### config.mk
export PLATFORM = sky130hd
export DESIGN_NAME = writeback_unit
export DESIGN_NICKNAME = d
export VERILOG_FILES = /design/src/rtl/wb_pkg.sv /design/src/rtl/wb_fifo.sv /design/src/rtl/writeback_unit.sv
export SDC_FILE = /design/constraint.sdc
export NUM_CORES = 1
export LEC_CHECK = 0
export BUFFER_PORTS_ARGS = -buffer_cell sky130_fd_sc_hd__buf_2
export CORE_MARGIN = 2
export CORE_UTILIZATION = 40
export CTS_BUF_LIST = sky130_fd_sc_hd__clkbuf_4 sky130_fd_sc_hd__clkbuf_8 sky130_fd_sc_hd__clkbuf_16
export DETAILED_ROUTE_END_ITERATION = 8
export PLACE_DENSITY_LB_ADDON = 0.3
export SYNTH_ARGS = -nofsm -noshare
export SYNTH_HDL_FRONTEND = slang
export SYNTH_SLANG_ARGS = --single-unit
export TNS_END_PERCENT = 1
### constraint.sdc
create_clock -name clk -period 1.9 [get_ports clk]
set_input_delay 0.19 -clock clk [delete_from_list [all_inputs] [get_ports clk]]
set_output_delay 0.19 -clock clk [all_outputs]
set_load 0.01 [all_outputs]
### src/rtl/wb_pkg.sv
// wb_pkg: shared result-select encodings, queue depth, FSM states and queue entry layout
package wb_pkg;
    localparam logic [1:0] SEL_ALU = 2'b00;
    localparam logic [1:0] SEL_MEM = 2'b01;
    localparam logic [1:0] SEL_PC2 = 2'b10;
    localparam logic [1:0] SEL_IMM = 2'b11;
    localparam int DEPTH = 2;
    localparam int CNT_W = $clog2(DEPTH + 1);
    localparam logic [1:0] ST_RUN    = 2'd0;
    localparam logic [1:0] ST_DRAIN  = 2'd1;
    localparam logic [1:0] ST_HALTED = 2'd2;
    // wen and dst sit in the top bits so the queue can expose them as a tag
    typedef struct packed {
        logic        wen;
        logic [2:0]  dst;
        logic [15:0] data;
        logic        halt;
    } entry_t;
    localparam int ENTRY_W = $bits(entry_t);
    localparam int TAG_W = 4;
endpackage

### src/rtl/wb_fifo.sv
// wb_fifo: D-entry FIFO, FIFO order, push/pop/count/head.
// Ports: clk, rst (async active-low), push, pop, din -> head (oldest entry),
// count, vld (per-slot valid), tags (top TW bits of every slot).
// Callers must not push when full or pop when empty.
module wb_fifo #(
    parameter int W  = 21,
    parameter int D  = 2,
    parameter int TW = 4
) (
    input  logic                       clk,
    input  logic                       rst,
    input  logic                       push,
    input  logic                       pop,
    input  logic [W-1:0]               din,
    output logic [W-1:0]               head,
    output logic [$clog2(D+1)-1:0]     count,
    output logic [D-1:0]               vld,
    output logic [D-1:0][TW-1:0]       tags
);
    localparam int PW = (D > 1) ? $clog2(D) : 1;
    localparam int CW = $clog2(D + 1);
    logic [D-1:0][W-1:0] mem;
    logic [PW-1:0]       rd_ptr;
    logic [PW-1:0]       wr_ptr;

    function automatic logic [PW-1:0] nxt(input logic [PW-1:0] p);
        return (p == PW'(D - 1)) ? '0 : p + 1'b1;
    endfunction

    always_ff @(posedge clk or negedge rst) begin
        if (!rst) begin
            mem    <= '0;
            vld    <= '0;
            rd_ptr <= '0;
            wr_ptr <= '0;
            count  <= '0;
        end else begin
            if (push) begin
                mem[wr_ptr] <= din;
                vld[wr_ptr] <= 1'b1;
                wr_ptr      <= nxt(wr_ptr);
            end
            if (pop) begin
                vld[rd_ptr] <= 1'b0;
                rd_ptr      <= nxt(rd_ptr);
            end
            count <= push && !pop ? count + CW'(1) : !push && pop ? count - CW'(1) : count;
        end
    end

    assign head = mem[rd_ptr];

    always_comb begin
        tags = '0;
        for (int i = 0; i < D; i++) tags[i] = mem[i][W-1 -: TW];
    end
endmodule

### src/rtl/writeback_unit.sv
// writeback_unit: 2-deep retire queue feeding the register-file write port, with halt drain.
// Ports: clk, rst (async active-low); in_valid/in_ready handshake with in_wen, in_dst,
// in_sel, in_alu/in_mem/in_pc2/in_imm, in_halt; wb_hold freezes pops; outputs
// writeRegSel/writeData/writeEn, busy (pending-write scoreboard), retired, halted, err.
module writeback_unit
    import wb_pkg::*;
(
    input  logic        clk,
    input  logic        rst,
    input  logic        in_valid,
    output logic        in_ready,
    input  logic        in_wen,
    input  logic [2:0]  in_dst,
    input  logic [1:0]  in_sel,
    input  logic [15:0] in_alu,
    input  logic [15:0] in_mem,
    input  logic [15:0] in_pc2,
    input  logic [15:0] in_imm,
    input  logic        in_halt,
    input  logic        wb_hold,
    output logic [2:0]  writeRegSel,
    output logic [15:0] writeData,
    output logic        writeEn,
    output logic [7:0]  busy,
    output logic [15:0] retired,
    output logic        halted,
    output logic        err
);
    logic [1:0]                state;
    logic [CNT_W-1:0]          count;
    logic [DEPTH-1:0]          vld;
    logic [DEPTH-1:0][TAG_W-1:0] tags;
    logic [15:0]               sel_data;
    entry_t                    din;
    entry_t                    head;
    logic                      accept;
    logic                      pop;
    logic                      has;

    assign has      = count != '0;
    assign in_ready = state == ST_RUN && count < CNT_W'(DEPTH);
    assign accept   = in_valid && in_ready;
    assign pop      = has && !wb_hold;
    assign sel_data = in_sel == SEL_ALU ? in_alu :
                      in_sel == SEL_MEM ? in_mem :
                      in_sel == SEL_PC2 ? in_pc2 : in_imm;
    assign din      = '{wen: in_wen, dst: in_dst, data: sel_data, halt: in_halt};

    wb_fifo #(.W(ENTRY_W), .D(DEPTH), .TW(TAG_W)) u_fifo (
        .clk   (clk),
        .rst   (rst),
        .push  (accept),
        .pop   (pop),
        .din   (din),
        .head  (head),
        .count (count),
        .vld   (vld),
        .tags  (tags)
    );

    assign writeEn     = pop && head.wen;
    assign writeRegSel = has ? head.dst : 3'd0;
    assign writeData   = has ? head.data : 16'd0;
    assign halted      = state == ST_HALTED;

    // tag = {wen, dst}
    always_comb begin
        busy = '0;
        for (int i = 0; i < DEPTH; i++) if (vld[i] && tags[i][3]) busy[tags[i][2:0]] = 1'b1;
    end

    always_ff @(posedge clk or negedge rst) begin
        if (!rst) begin
            state   <= ST_RUN;
            retired <= '0;
            err     <= 1'b0;
        end else begin
            if (pop) retired <= retired + 16'd1;
            // only a full queue in RUN is a protocol error; DRAIN/HALTED silently drop
            if (in_valid && state == ST_RUN && count == CNT_W'(DEPTH)) err <= 1'b1;
            if (state == ST_RUN && accept && in_halt) state <= ST_DRAIN;
            else if (state == ST_DRAIN && pop && head.halt) state <= ST_HALTED;
        end
    end
endmodule

== Word-level counts from Yosys, hierarchy flattened ==
Cells that the tools add are included.

* Add/sub/neg operators: 5
* Magnitude comparators: 9
* Eq/ne operators: 5
* Mux-type cells: 28
* Bitwise operators: 4
* Reductions and logical operators: 26

{| class="wikitable"
|+ Operators by type and width
! kind !! number
|-
| 16-bit 2-to-1 mux || 4
|-
| 21-bit 2-to-1 mux || 3
|-
| 42-bit bitwise mux || 1
|-
| 21-bit demux with 1-bit select || 1
|-
| 1-bit logical AND || 18
|-
| 16-bit by 1-bit adder with 16-bit output (second input constant) || 1
|-
| 8-bit 2-to-1 mux || 2
|-
| 2-bit 2-to-1 mux || 6
|-
| 3-bit by 4-bit less-than comparator with 1-bit output (second input constant) || 2
|-
| 8-bit OR || 1
|-
| 1-bit demux with 3-bit select || 2
|-
| 2-bit == test (second input constant) || 3
|-
| 3-bit by 1-bit >= comparator with 1-bit output (second input constant) || 2
|-
| 1-bit 2-to-1 mux || 6
|-
| 2-bit nonzero test || 3
|-
| 2-bit by 1-bit == test with 1-bit output (second input constant) || 2
|-
| 2-bit zero test || 2
|-
| 1-bit by 2-bit less-than comparator with 1-bit output (second input constant) || 2
|-
| 1-bit zero test || 3
|-
| 3-bit 2-to-1 mux || 1
|-
| 1-bit adder (second input constant) || 2
|-
| 2-bit by 1-bit adder with 2-bit output (second input constant) || 1
|-
| 2-bit bitwise AND || 1
|-
| 1-bit demux with 1-bit select || 2
|-
| other kinds (5) || 6
|}

* Flip-flop bits (word level): 67
* Input port bits: 75
* Output and inout port bits: 47

== Longest topological paths before layout ==
* Depth in word-level cells: 8
* Depth in mapped cells: 8

== Hierarchy ==
Synthesis repeated with hierarchy kept, for this count alone.

* Cells, all modules: 271
* Area total of the unflattened synthesis: 3809.9 µm²

{| class="wikitable"
|+ Modules (own cells, without submodules)
! module !! times used !! cells an instance !! area an instance (µm²) !! seq. area each (µm²)
|-
| wb_fifo || 1 || 139 || 2297.2 || 1201.2
|-
| writeback_unit || 1 || 132 || 1512.7 || 475.5
|}

== Worst setup path before layout ==
OpenSTA, ideal clock, no wires.

* Path type: register to register
* Start point: register state[0]
* End point: register u_fifo.mem[10] in the netlist's numbering
* Arrival time: 1588 ps
* Setup slack: 187 ps
* Stages on the path, launching flop included: 7
* Path through: dfrtp_1 > nor3_2 > and2_1 > buf_6 > and2b_4 > buf_6 > mux2_4

* Word-level cells in the longest chain between the ends: 3

{| class="wikitable"
|+ RTL lines
! what !! RTL line !! text
|-
| start: declaration || writeback_unit.sv:29 || <nowiki>logic [1:0] state;</nowiki>
|-
| start signal: assignment || writeback_unit.sv:74 || <nowiki>state <= ST_RUN;</nowiki>
|-
| start signal: assignment || writeback_unit.sv:81 || <nowiki>if (state == ST_RUN && accept && in_halt) state <= ST_DRAIN;</nowiki>
|-
| start signal: assignment || writeback_unit.sv:82 || <nowiki>else if (state == ST_DRAIN && pop && head.halt) state <= ST_HALTED;</nowiki>
|-
| 2-bit zero test || writeback_unit.sv:41 || <nowiki>assign in_ready = state == ST_RUN && count < CNT_W'(DEPTH);</nowiki>
|-
| 1-bit logical AND || writeback_unit.sv:41 ||
|-
| via in_ready || writeback_unit.sv:11 || <nowiki>output logic in_ready,</nowiki>
|-
| 1-bit logical AND || writeback_unit.sv:42 || <nowiki>assign accept = in_valid && in_ready;</nowiki>
|-
| end signal: indexed assignment || wb_fifo.sv:39 || <nowiki>mem[wr_ptr] <= din;</nowiki>
|-
| end: declaration || wb_fifo.sv:22 || <nowiki>logic [D-1:0][W-1:0] mem;</nowiki>
|}

The timed path passes the listed nets, and every way through them passes these cells.
A chain may end at the register's enable or synchronous reset.

== Worst setup path in the final report ==
* Start point: register state[0]
* End point: register u_fifo.mem[24] in the netlist's numbering

* Word-level cells in the longest chain between the ends: 3

{| class="wikitable"
|+ RTL lines
! what !! RTL line
|-
| 2-bit zero test || writeback_unit.sv:41
|-
| 1-bit logical AND || writeback_unit.sv:41
|-
| 1-bit logical AND || writeback_unit.sv:42
|}

Every way passes these cells.

==> results.py <==
metrics = {
    "setup_path": {
        "reg2reg_depth": 4,
        "path_max_fanout": 21,
        "cp_data_arrival_time_ps": 2000,
        "critPathCapture": "u_fifo.mem[24]$_DFFE_PN0P_",
        "crit_start": "state[0]$_DFFE_PN0P_",
        "required_ps": 2120,
        "critPathBufInv": 0,
        "endpoint_kind": "flop",
        "worstReg2RegEnd": "u_fifo.mem[24]$_DFFE_PN0P_",
        "path_delay_family": "simple AND/OR/NAND/NOR gates",
        "path_cells": "nor3_2 > and2_1 > nand2_2 > mux2_1",
        "critical_path_depth": 4,
        "rrSetupSlack_ps": 120,
        "r2r_start": "state[0]$_DFFE_PN0P_",
        "worstSetupPathType": "reg -> reg",
        "slowest_stage": "mux2_1",
        "cp_slowest_stage_delay_ps": 440,
        "worstSetupStartpointType": "flop",
    },
    "clock_network": {
        "htreeDepth": 3,
        "clock_latency_ps": 340,
        "cts_buffers": 9,
        "cts.path.max_buffers": 2,
        "clk_pin_slew_ps": 70,
        "cts_tree": "done",
        "post-cts-setup-buffers": 0,
        "numClockSinks": 67,
        "root_buffer": "clkbuf_8",
    },
    "timing": {
        "finalHoldViolations": 0,
        "tightest_slew_ps": 561,
        "fmax_ghz": 0.562,
        "skew_ps": 6.51,
        "setup_viol": 0,
        "min_period_ps": 1780,
        "slew-limit-headroom_pct": 62.4,
        "rsz0062_at_grt": "false",
        "maxSlewViolCount": 0,
        "whs_ps": 101,
        "period_share_pct": 93.7,
        "fin_tns_setup_ps": 0,
    },
    "yosys": {
        "synth-seq-area-share_pct": 46.6,
        "yosysUniqueCellTypes": 40,
        "synth_flop_cell": "dfrtp_1",
        "syn-cell-area_um2": 3600,
        "syn_inst": 267,
        "synth_seq_cells": 67,
        "synth_fp_nets": 344,
        "synthArstFlopShare_pct": 100,
        "synth_edf_count": 0,
        "yosys_warnings": 0,
        "synth_top_area_share_pct": 46.6,
        "synth_area_leaders": "dfrtp_1 (47%), mux4_2 (10%), mux2_4 (7.9%), mux2_2 (7.5%), mux2i_1 (5.6%)",
        "syn_avg_cell_area_um2": 13.5,
        "netlist_top_cells_count": "dfrtp_1 (67), nor2_1 (25), mux2_2 (24), mux2i_1 (20), mux2_4 (19)",
        "yosys.area.top_type": "dfrtp_1",
        "yosysMostFrequentCell": "dfrtp_1",
    },
    "die": {
        "die_width_um": 98.8,
        "ios": 122,
        "coreArea_um2": 8720,
        "die_area_um2": 9770,
        "rows": 34,
        "start_util_pct": 41.3,
        "die_y_um": 98.8,
    },
    "job": {
        "maxCapViolations": 0,
    },
    "route": {
        "viasPerCell": 5.14,
        "drtPass1Iterations": 4,
        "drtIter0Drc": 65,
        "vias": 2602,
        "wl_per_cell_um": 15.3,
        "ant_nets": 0,
        "totalWireLength_um": 7750,
        "drc": 0,
    },
    "hold_path": {
        "hold_path.class": "in -> reg",
    },
    "global_route": {
        "antenna_found_initial": 0,
        "track_usage_pct": 16.6,
        "gr-total-overflow": 0,
        "grt_pass1_wl_um": 12900,
        "grt_max_degree": 68,
        "first_global_vias": 2705,
    },
    "placement": {
        "placed_cells": 489,
        "portBuffers": 121,
        "gp_congestion": 0.753,
        "hpwl_um": 5600,
    },
    "power_and_ir_drop": {
        "vdd_drop_max_mv": 0.569,
        "power_density_nw_per_um2": 1380,
        "leakage_uw": 0.00225,
    },
    "finish": {
        "nets": 470,
        "layout-drive-gt1-share_pct": 54.0,
        "fillers": 795,
        "fin_cells": 506,
        "diodes": 0,
        "syn_to_final_growth_pct": 26.9,
    },
    "run_status": {
        "status": "finished clean",
    },
}
-- how the worst min path moves through the flow --
stage,startpoint,to,slack [ps],depth (start not counted)
final,in_dst[1],u_fifo.tags[1]$_DFFE_PN0P_,100,2
after detailed placement,rst,retired[5]$_DFFE_PN0P_,240,2
after CTS,in_dst[1],u_fifo.tags[1]$_DFFE_PN0P_,90,2
after floorplan,rst,err$_DFFE_PN0P_,-110,0
after global placement,rst,u_fifo.count[1]$_DFFE_PN0P_,240,2
after global routing,in_dst[1],u_fifo.tags[1]$_DFFE_PN0P_,90,2
-- cell usage in the layout, fill, tap and decap left out, types with 2 or more instances in the layout --
| cell | n |
|---|---|
| nand4_1 | 4 |
| nand3b_1 | 3 |
| buf_4 | 2 |
| o22ai_1 | 6 |
| nand3_1 | 3 |
| nand2b_1 | 4 |
| mux2_2 | 24 |
| xor2_1 | 8 |
| clkbuf_8 | 10 |
| nor2_1 | 24 |
| buf_12 | 6 |
| dfrtp_1 | 66 |
| nor4_4 | 2 |
| nor4_1 | 2 |
| a21oi_1 | 2 |
| mux2_4 | 19 |
| xnor2_1 | 12 |
| inv_1 | 3 |
| mux4_2 | 16 |
| clkinv_2 | 3 |
| nand2_1 | 12 |
| buf_2 | 121 |
| o32ai_1 | 2 |
| ha_1 | 2 |
| mux2i_1 | 20 |
-- worst reg2reg max path, delay by kind of cell, from the launching register on --
family / cells / cell delay (ps)
AND/OR/NAND/NOR: 3 / 790
multiplexers: 1 / 440
flip-flops: 1 / 430
-- kinds of logic after synthesis --
| logic type | synth area share, % |
|---|---|
| simple gates | 9.70 |
| xor+xnor | 4.87 |
| mux | 31.3 |
| flops | 46.6 |
| compound gates | 3.06 |
| fa+ha+maj | 0.695 |
| buf+inv | 3.76 |
-- state kept, by name, indices dropped and copies added (netlist names), 2 cells and up --
signal        cells
u_fifo.vld        2
u_fifo.mem       34
u_fifo.tags       8
retired          16
u_fifo.count      2
state             2
-- timing repair --
item                                   CTS  global route
setup endpoints to repair                0             5
endpoints found under the hold margin   67             0
hold buffers                             1             0
gates resized for setup                  0             1
-- layout make-up --
| cell class | count | area, µm² | area share (%) |
|---|---|---|---|
| Sequential cell | 67 | 1680 | 36.7 |
| Clock buffer | 11 | 145 | 3.18 |
| Multi-Input combinational cell | 181 | 1790 | 39.2 |
| Clock inverter | 5 | 52.6 | 1.15 |
| Timing Repair Buffer | 130 | 751 | 16.4 |
| Inverter | 4 | 17.5 | 0.383 |
| Tap cell | 108 | 135 | 2.96 |
-- power by group --
group | internal [µW] | total [µW] | switching, µW
combinational | 1420 | 2560 | 1140
sequential | 2020 | 2540 | 522
clock | 650 | 1200 | 551
total | 4080 | 6300 | 2220
-- through the flow --
stage                     setup slack, ps  power, µW  utilization (%)  cell area [µm²]
after floorplan                       187       4190                -             3600
after global placement                192       5060             50.0             4360
after detailed placement              128       5140             50.0             4360
after CTS                            85.4       6360             52.4             4570
after global routing                 11.6       6730             52.4             4570
final                                 119       6300             52.4             4570
-- routing by layer --
metal | global-route usage (%) | wire (µm) | share of wire, %
met1 | 21.8 | 3440 | 44
met2 | 27.3 | 3790 | 49
met3 | 3.05 | 421 | 5.4
met4 | 6.01 | 105 | 1.4
met5 | 0 | 0 | 0
Note: power is estimated with default switching activity, not from simulation.
